===== config.mk =====
export PLATFORM = sky130hd
export DESIGN_NAME = freq_meter
export DESIGN_NICKNAME = d
export VERILOG_FILES = /design/src/rtl/freq_meter.sv
export SDC_FILE = /design/constraint.sdc
export NUM_CORES = 1
export LEC_CHECK = 0
export ABC_AREA = 1
export CAP_MARGIN = 30
export CORE_ASPECT_RATIO = 1.2
export CORE_MARGIN = 1.5
export CORE_UTILIZATION = 40
export DETAILED_ROUTE_END_ITERATION = 8
export GPL_ROUTABILITY_DRIVEN = 1
export PLACE_DENSITY = 0.56
export SETUP_SLACK_MARGIN = 0.02
export SLEW_MARGIN = 25
export SYNTH_ARGS = -nofsm -noshare
export SYNTH_HDL_FRONTEND = slang
export SYNTH_SLANG_ARGS = --single-unit

===== constraint.sdc =====
create_clock -name clk_100mhz -period 2.43 [get_ports clk_100mhz]
set_input_delay 0.729 -clock clk_100mhz [delete_from_list [all_inputs] [get_ports clk_100mhz]]
set_output_delay 0.729 -clock clk_100mhz [all_outputs]
set_load 0.01 [all_outputs]

===== src/rtl/freq_meter.sv =====
`default_nettype none
// ============================================================================
//  Module   : freq_meter
//  Purpose  : Measures a slow asynchronous square wave against the system
//             clock. Once per gate window it reports how many rising edges
//             sig_in had. It also reports, continuously, how many clock
//             cycles separated the two most recent rising edges.
//  Revision : 1.0 - initial release
// ----------------------------------------------------------------------------
//  Ports
//    clk_100mhz     in   1      system clock; every flop uses its rising edge
//    rst            in   1      asynchronous, active-low reset
//    enable         in   1      1 = measure, 0 = abort the window and idle
//    sig_in         in   1      asynchronous signal under test
//    freq_count     out  CNT_W  rising edges in the last completed window
//    period_cycles  out  CNT_W  clk cycles between the last two rising edges
//    meas_valid     out  1      one-cycle pulse when freq_count updates
//    overflow       out  1      last window's edge count saturated
//    no_signal      out  1      no rising edge for >= GATE_CYCLES cycles
// ============================================================================
module freq_meter #(
    parameter int unsigned GATE_CYCLES = 100_000_000,
    parameter int unsigned CNT_W       = 32,
    parameter int unsigned SYNC_STAGES = 2
) (
    input  logic             clk_100mhz,
    input  logic             rst,
    input  logic             enable,
    input  logic             sig_in,
    output logic [CNT_W-1:0] freq_count,
    output logic [CNT_W-1:0] period_cycles,
    output logic             meas_valid,
    output logic             overflow,
    output logic             no_signal
);

    // The gate counter is sized from GATE_CYCLES instead of CNT_W. This lets a
    // narrow result width still time a long window.
    localparam int unsigned GATE_W = (GATE_CYCLES > 1) ? $clog2(GATE_CYCLES) : 1;
    // Comparisons between the period counter and GATE_CYCLES use a width
    // that holds both numbers.
    localparam int unsigned CMP_W  = (CNT_W > 32) ? CNT_W : 32;

    localparam logic [GATE_W-1:0] C_GATE_LAST   = GATE_W'(GATE_CYCLES - 1);
    localparam logic [GATE_W-1:0] C_GATE_ONE    = GATE_W'(1);
    localparam logic [CNT_W-1:0]  C_CNT_MAX     = '1;
    localparam logic [CNT_W-1:0]  C_CNT_ONE     = CNT_W'(1);
    localparam logic [CMP_W-1:0]  C_NOSIG_LIMIT = CMP_W'(GATE_CYCLES - 1);

    typedef enum logic [0:0] {
        ST_IDLE = 1'b0,
        ST_GATE = 1'b1
    } state_t;

    // ------------------------------------------------------------------
    // Synchroniser and rising-edge detector
    // ------------------------------------------------------------------
    logic [SYNC_STAGES-1:0] r_sync;
    logic                   r_prev;
    logic                   w_rise;

    always_ff @(posedge clk_100mhz or negedge rst) begin
        if (!rst) begin
            r_sync <= '0;
            r_prev <= 1'b0;
        end else begin
            r_sync <= {r_sync[SYNC_STAGES-2:0], sig_in};
            r_prev <= r_sync[SYNC_STAGES-1];
        end
    end

    assign w_rise = r_sync[SYNC_STAGES-1] & ~r_prev;

    // ------------------------------------------------------------------
    // Measurement state
    // ------------------------------------------------------------------
    state_t              r_state;
    logic [GATE_W-1:0]   r_gate_cnt;
    logic [CNT_W-1:0]    r_edge_cnt;
    logic [CNT_W-1:0]    r_per_cnt;
    logic                r_have_edge;
    logic                r_ovf_flag;

    logic                w_gate_last;
    logic                w_edge_at_max;
    logic                w_sat_hit;
    logic [CNT_W-1:0]    w_edge_next;
    logic [CNT_W-1:0]    w_per_next;
    logic                w_per_at_limit;

    assign w_gate_last    = (r_gate_cnt == C_GATE_LAST);
    assign w_edge_at_max  = (r_edge_cnt == C_CNT_MAX);
    // A rise that arrives while the edge counter is full is lost. The
    // overflow flag records that the count has saturated.
    assign w_sat_hit      = w_rise & w_edge_at_max;
    assign w_edge_next    = (w_rise && !w_edge_at_max) ? (r_edge_cnt + C_CNT_ONE) : r_edge_cnt;
    // The saturated increment serves two purposes: advancing the period
    // counter, and giving the edge-to-edge distance (per_cnt + 1).
    assign w_per_next     = (r_per_cnt == C_CNT_MAX) ? r_per_cnt : (r_per_cnt + C_CNT_ONE);
    assign w_per_at_limit = (CMP_W'(r_per_cnt) >= C_NOSIG_LIMIT);

    always_ff @(posedge clk_100mhz or negedge rst) begin
        if (!rst) begin
            r_state       <= ST_IDLE;
            r_gate_cnt    <= '0;
            r_edge_cnt    <= '0;
            r_per_cnt     <= '0;
            r_have_edge   <= 1'b0;
            r_ovf_flag    <= 1'b0;
            freq_count    <= '0;
            period_cycles <= '0;
            meas_valid    <= 1'b0;
            overflow      <= 1'b0;
            no_signal     <= 1'b0;
        end else begin
            meas_valid <= 1'b0;

            case (r_state)
                ST_IDLE: begin
                    // Results hold while idle. Working counters restart from
                    // zero so that the next window begins clean.
                    r_gate_cnt  <= '0;
                    r_edge_cnt  <= '0;
                    r_per_cnt   <= '0;
                    r_have_edge <= 1'b0;
                    r_ovf_flag  <= 1'b0;
                    if (enable) begin
                        r_state <= ST_GATE;
                    end
                end

                ST_GATE: begin
                    if (!enable) begin
                        // Abort: the partial window is discarded and no
                        // result is published.
                        r_state     <= ST_IDLE;
                        r_gate_cnt  <= '0;
                        r_edge_cnt  <= '0;
                        r_per_cnt   <= '0;
                        r_have_edge <= 1'b0;
                        r_ovf_flag  <= 1'b0;
                    end else begin
                        // Gate window: a rise on the terminal cycle belongs
                        // to the window that is closing.
                        if (w_gate_last) begin
                            freq_count <= w_edge_next;
                            overflow   <= r_ovf_flag | w_sat_hit;
                            meas_valid <= 1'b1;
                            r_gate_cnt <= '0;
                            r_edge_cnt <= '0;
                            r_ovf_flag <= 1'b0;
                        end else begin
                            r_gate_cnt <= r_gate_cnt + C_GATE_ONE;
                            r_edge_cnt <= w_edge_next;
                            if (w_sat_hit) begin
                                r_ovf_flag <= 1'b1;
                            end
                        end

                        // Period path: the first rise after entering the gate
                        // only arms the measurement.
                        if (w_rise) begin
                            if (r_have_edge) begin
                                period_cycles <= w_per_next;
                            end
                            r_have_edge <= 1'b1;
                            r_per_cnt   <= '0;
                            no_signal   <= 1'b0;
                        end else begin
                            r_per_cnt <= w_per_next;
                            if (w_per_at_limit) begin
                                no_signal <= 1'b1;
                            end
                        end
                    end
                end

                default: begin
                    r_state <= ST_IDLE;
                end
            endcase
        end
    end

endmodule
`default_nettype wire


; Word-level counts from Yosys, hierarchy flattened
; Cells that the tools add are included.
[classes]
add_sub_neg = 3
multipliers = 0
div_mod_pow = 0
n_lt_le_gt_ge = 1
eq_ne = 5
n_shift = 0
mux = 24
n_bitwise = 5
reduce_logical = 6
[op_table]
columns = cell, count
row1 = $mux W32, 6
row2 = $pmux W32 S2, 2
row3 = $add A32 B1 Y32 const B, 2
row4 = $eq A32 B32 Y1 const B, 2
row5 = $mux W27, 2
row6 = $pmux W27 S2, 1
row7 = $ge A32 B27 Y1 const B, 1
row8 = $add A27 B1 Y27 const B, 1
row9 = $eq A27 B27 Y1 const B, 1
row10 = $mux W1, 11
row11 = $reduce_and A3 Y1, 2
row12 = $ne A4 B2 Y1 const B, 1
row13 = $pmux W1 S2, 2
row14 = $reduce_and A4 Y1, 1
row15 = $ne A3 B3 Y1 const B, 1
row16 = $and A1 B1 Y1, 2
row17 = $not A1 Y1, 2
row18 = $reduce_bool A2 Y1, 1
row19 = $logic_and A1 B1 Y1, 1
row20 = $logic_not A1 Y1, 1
row21 = $or A1 B1 Y1, 1
[word_totals]
ff_bits = 164
latch_bits = 0
ramBits = 0
rom_bits = 0
out_inout_bits = 67
elab_cells = 57
mem_count = 0

; Logic depth before layout (Yosys ltp)
[depth]
ltp_word = 7
mapped_depth = 12

; Least setup slack after synthesis
; OpenSTA, ideal clock, no wires.
[synth_path]
path_type = in2reg
startpoint = input port enable
endpoint = register period_cycles[10]
setup_time_ns = 0.082
arrival_ns = 1.661
required_ns = 2.348
path_slack_ns = 0.688
cell_stages = 7
path_buffers = 1
path_cell_list = nand2_1 nor2_1 nand2_1 inv_2 buf_2 nor2_1 a31oi_1
[synth_via]
elab_chain_cells = 1
[synth_lines]
columns = element, line
row1 = "start, declared", 28  ; input logic enable,
row2 = $reduce_and A4 Y1 (no line), --
row3 = "end signal, assigned", 164  ; period_cycles <= w_per_next;
row4 = "end, declared", 31  ; output logic [CNT_W-1:0] period_cycles,
; Every way passes these cells.
; A chain may end at the register's enable or synchronous reset.

; Final worst setup path
[layout_path]
startpoint = register r_edge_cnt[0]
endpoint = register freq_count[5]
[layout_via]
elab_chain_cells = 4
elab_cells_between_ends = 5
[layout_lines]
columns = element, line
row1 = "start, declared", 79  ; logic [CNT_W-1:0] r_edge_cnt;
row2 = "start signal, assigned", 154  ; r_edge_cnt <= w_edge_next;
row3 = "parallel branches: the longest is 3 deep, another holds $add A32 B1 Y32", --
row4 = $mux W32 (*), 96  ; assign w_edge_next = (w_rise && !w_edge_at_max) ? (r_edge_cnt + C_CNT_ONE) : r_edge_cnt;
row5 = "end signal, assigned", 146  ; freq_count <= w_edge_next;
row6 = "end, declared", 30  ; output logic [CNT_W-1:0] freq_count,
; Every way passes the cells marked *.

==> results.md <==
- Rows: 59
- Final net count: 1,289
- Clock transition at path regs: 0.07 ns
- Slew Limit Fails: 0
- Post-synthesis compound-gate area fraction: 4.993%
- Xor/xnor cell area share of the yosys netlist: 3.376%
- Max_slew headroom: 60.36%
- PD cells: 576.7 nW/um2
- Post-DR wirelength/cell: 14.27 um
- Commonest cells after routing, fill and taps aside: 400 x nand2_1, 225 x nor2_1, 164 x dfrtp_1, 99 x inv_1, 84 x nand3_1
- Post-synth EDFFs: 0
- Setup TNS: 0 ns
- Tmin final: 2.176 ns
- Clock Sinks: 164
- Worst Reg2Reg Path Length in Cells: 11
- Period utilisation layout: 89.54%
- Post-cts resize count: 0
- R2r endpoint: freq_count[5]
- Critical path required time: 2.75 ns
- Crit path arrival time: 2.49 ns
- Initial Util: 40.78%
- Mux contribution to synthesized area: 0%
- DR iter-0 viols: 412
- Post-DRT Antenna Nets: 0
- Root Buffer: clkbuf_16
- Syn Nets: 1,208
- Die width: 138.6 um
- Adder-cell share of the synthesized area: 0.4255%
- HPWL after DPL: 16,560 um
- Ys Warns: 0
- Die Y: 165.7 um
- Worst skew pair latency: 0.43 ns
- Via count: 7,634
- Area grow syn2layout: 19.01%
- Mapped Area: 8821 um2
- Final hold violations: 0
- Final hold slack: 0.2699 ns
- Run status: finished, final reports clean
- RSZ-0062 raised after global routing: false
- Die ar.: 22,960 um2
- Peak VDD IR: 0.4568 mV
- Hold crit path type: in2async
- Number of global-route vias before repair: 7,551
- Reg2reg start: r_edge_cnt[0]
- Commonest non-fill, non-tap cell in the layout: nand2_1
- # H-tree levels: 4
- CTS tree: done
- Core area: 21,630 um2
- Critical Path Sink Type: register
- Post-CTS Setup Inserts: 0
- F_max: 0.4596 GHz
- Drt via density: 4.869
- Top Ports: 71
- Crit start category: register
- IO Port Bufs: 70
- Post-synthesis simple-gate area fraction: 38.04%
- Max clock buf depth: 2
- Worst-path fanout max: 28
- CTS Buf Count: 17
- Initial antenna violation count: 0
- Distinct cells, synth: 32
- 1st-pass router iterations: 5
- Actual slew at the worst max-slew pin: 0.5945 ns
- Leakage: 0.004646 uW
- Syn Area/Cell: 7.345 um2
- Hold-fix buffers, CTS: 0
- Largest net degree at the start of global routing: 57
- Antenna Cells: 0
- Share of cells above drive strength 1: 7.419%
- R2R setup slack: 0.25 ns
- Ys async rst share: 100.0%
- Max_cap viols: 0
- Main flop type after synthesis: dfrtp_1
- Total GRT Usage: 20.44%
- Layout Skew: 0.01302 ns
- DRC: 0
- First-pass GRT wire length: 38,020 um
- Register bit total from synthesis: 164
- Endpoints failing setup: 0
- Placer Congestion: 0.8977
- Gr ovfl total: 0
- Fillcell total: 2,218
- Post-synthesis cell count: 1,201
- Post-Route WL: 22,370 um
- Combinational family with the most area after synthesis: simple AND/OR/NAND/NOR gates
- Sequential share of the synthesized area: 46.52%
- Crit path kind: reg2reg
[power breakdown]
group          internal [uW]  total, uW  switching (uW)
clock                   1480       2660            1180
sequential              2820       2890            62.2
combinational            239        511             273
[per-stage QoR]
step / utilization [%] / std cells / setup slack, ns / total power [uW] / instance area, um2
after global placement: 45.88 / 1537 / 0.1131 / 3452 / 9923
final: 48.53 / 1568 / 0.2542 / 6054 / 10500
after detailed placement: 45.88 / 1537 / 0.04473 / 3464 / 9923
after CTS: 48.53 / 1568 / 0.2535 / 6120 / 10500
after floorplan: - / 1201 / 0.6875 / 3176 / 8821
after global routing: 48.53 / 1568 / 0.09010 / 6286 / 10500
[final cells by class]
cell class              instances  area (um2)  area share (%)
inverters                     103       391.6           3.731
flip-flops and latches        164        4104           39.09
well taps                     274       342.8           3.266
clock inverters                12       121.4           1.156
clock buffers                  19       452.9           4.315
repair buffers                 92       942.2           8.975
multi-input cells             904        4143           39.46
[kinds of logic after synthesis]
logic type | count (synthesis)
simple gates | 787
flops | 164
buf+inv | 133
compound gates | 80
xor+xnor | 34
fa+ha+maj | 3
[critical path, cell delays in order (launching register included)]
cell	delay, ns
dfrtp_1	0.42
ha_1	0.25
nand2_2	0.13
nor2_8	0.06
nand2_4	0.11
nor2_8	0.07
nand2_4	0.14
nand2_8	0.16
inv_6	0.38
nand2_1	0.14
nand3_1	0.12
nand2_1	0.05
[worst max-delay path by stage]
stage                  startpoint           endpoint  slack (ns)  cells after the start
floorplan                  enable  period_cycles[10]        0.69                      7
global placement           enable           overflow        0.11                      6
detailed placement         enable           overflow        0.04                      6
CTS                 r_edge_cnt[0]      freq_count[5]        0.25                     11
global route        r_gate_cnt[0]      r_edge_cnt[3]        0.09                      7
finish              r_edge_cnt[0]      freq_count[5]        0.25                     11
[layer usage]
layer  routed length [um]  share of wire, %  GRT usage [%]
met1                10310                46          26.71
met2                11010                49          34.65
met3                  533               2.4          2.515
met4                  516               2.3          7.826
met5                    0                 0              0
[synthesized netlist by cell type, types with 2 or more instances]
master / n / share of area (%)
o21ai_1: 3 / 0.17
nor2_4: 3 / 0.38
nand3_1: 84 / 4.8
and2_1: 2 / 0.14
dfrtp_1: 164 / 47
nand2_4: 12 / 1.5
buf_2: 13 / 0.74
nor2_8: 2 / 0.45
xor2_1: 23 / 2.3
buf_6: 5 / 0.64
xnor2_1: 11 / 1.1
clkbuf_1: 8 / 0.34
nand3b_1: 2 / 0.17
a31oi_1: 28 / 2.0
nand2_1: 400 / 17
o21ai_0: 12 / 0.68
nand2_2: 15 / 1.1
nand4_1: 20 / 1.4
nor2_1: 225 / 9.6
inv_2: 3 / 0.13
nor2_2: 3 / 0.21
inv_1: 99 / 4.2
ha_1: 3 / 0.43
a21oi_1: 35 / 2.0
nor3_1: 17 / 0.96
buf_4: 3 / 0.26
[sequential cells by signal, summed over array words and instances, names as in the netlist]
signal and cells:
freq_count 32, period_cycles 32, r_edge_cnt 32, r_per_cnt 32, r_gate_cnt 27, r_sync 2, meas_valid 1, no_signal 1
overflow 1, r_have_edge 1, r_ovf_flag 1, r_prev 1, r_state 1
Note: power is estimated with default switching activity, not from simulation.
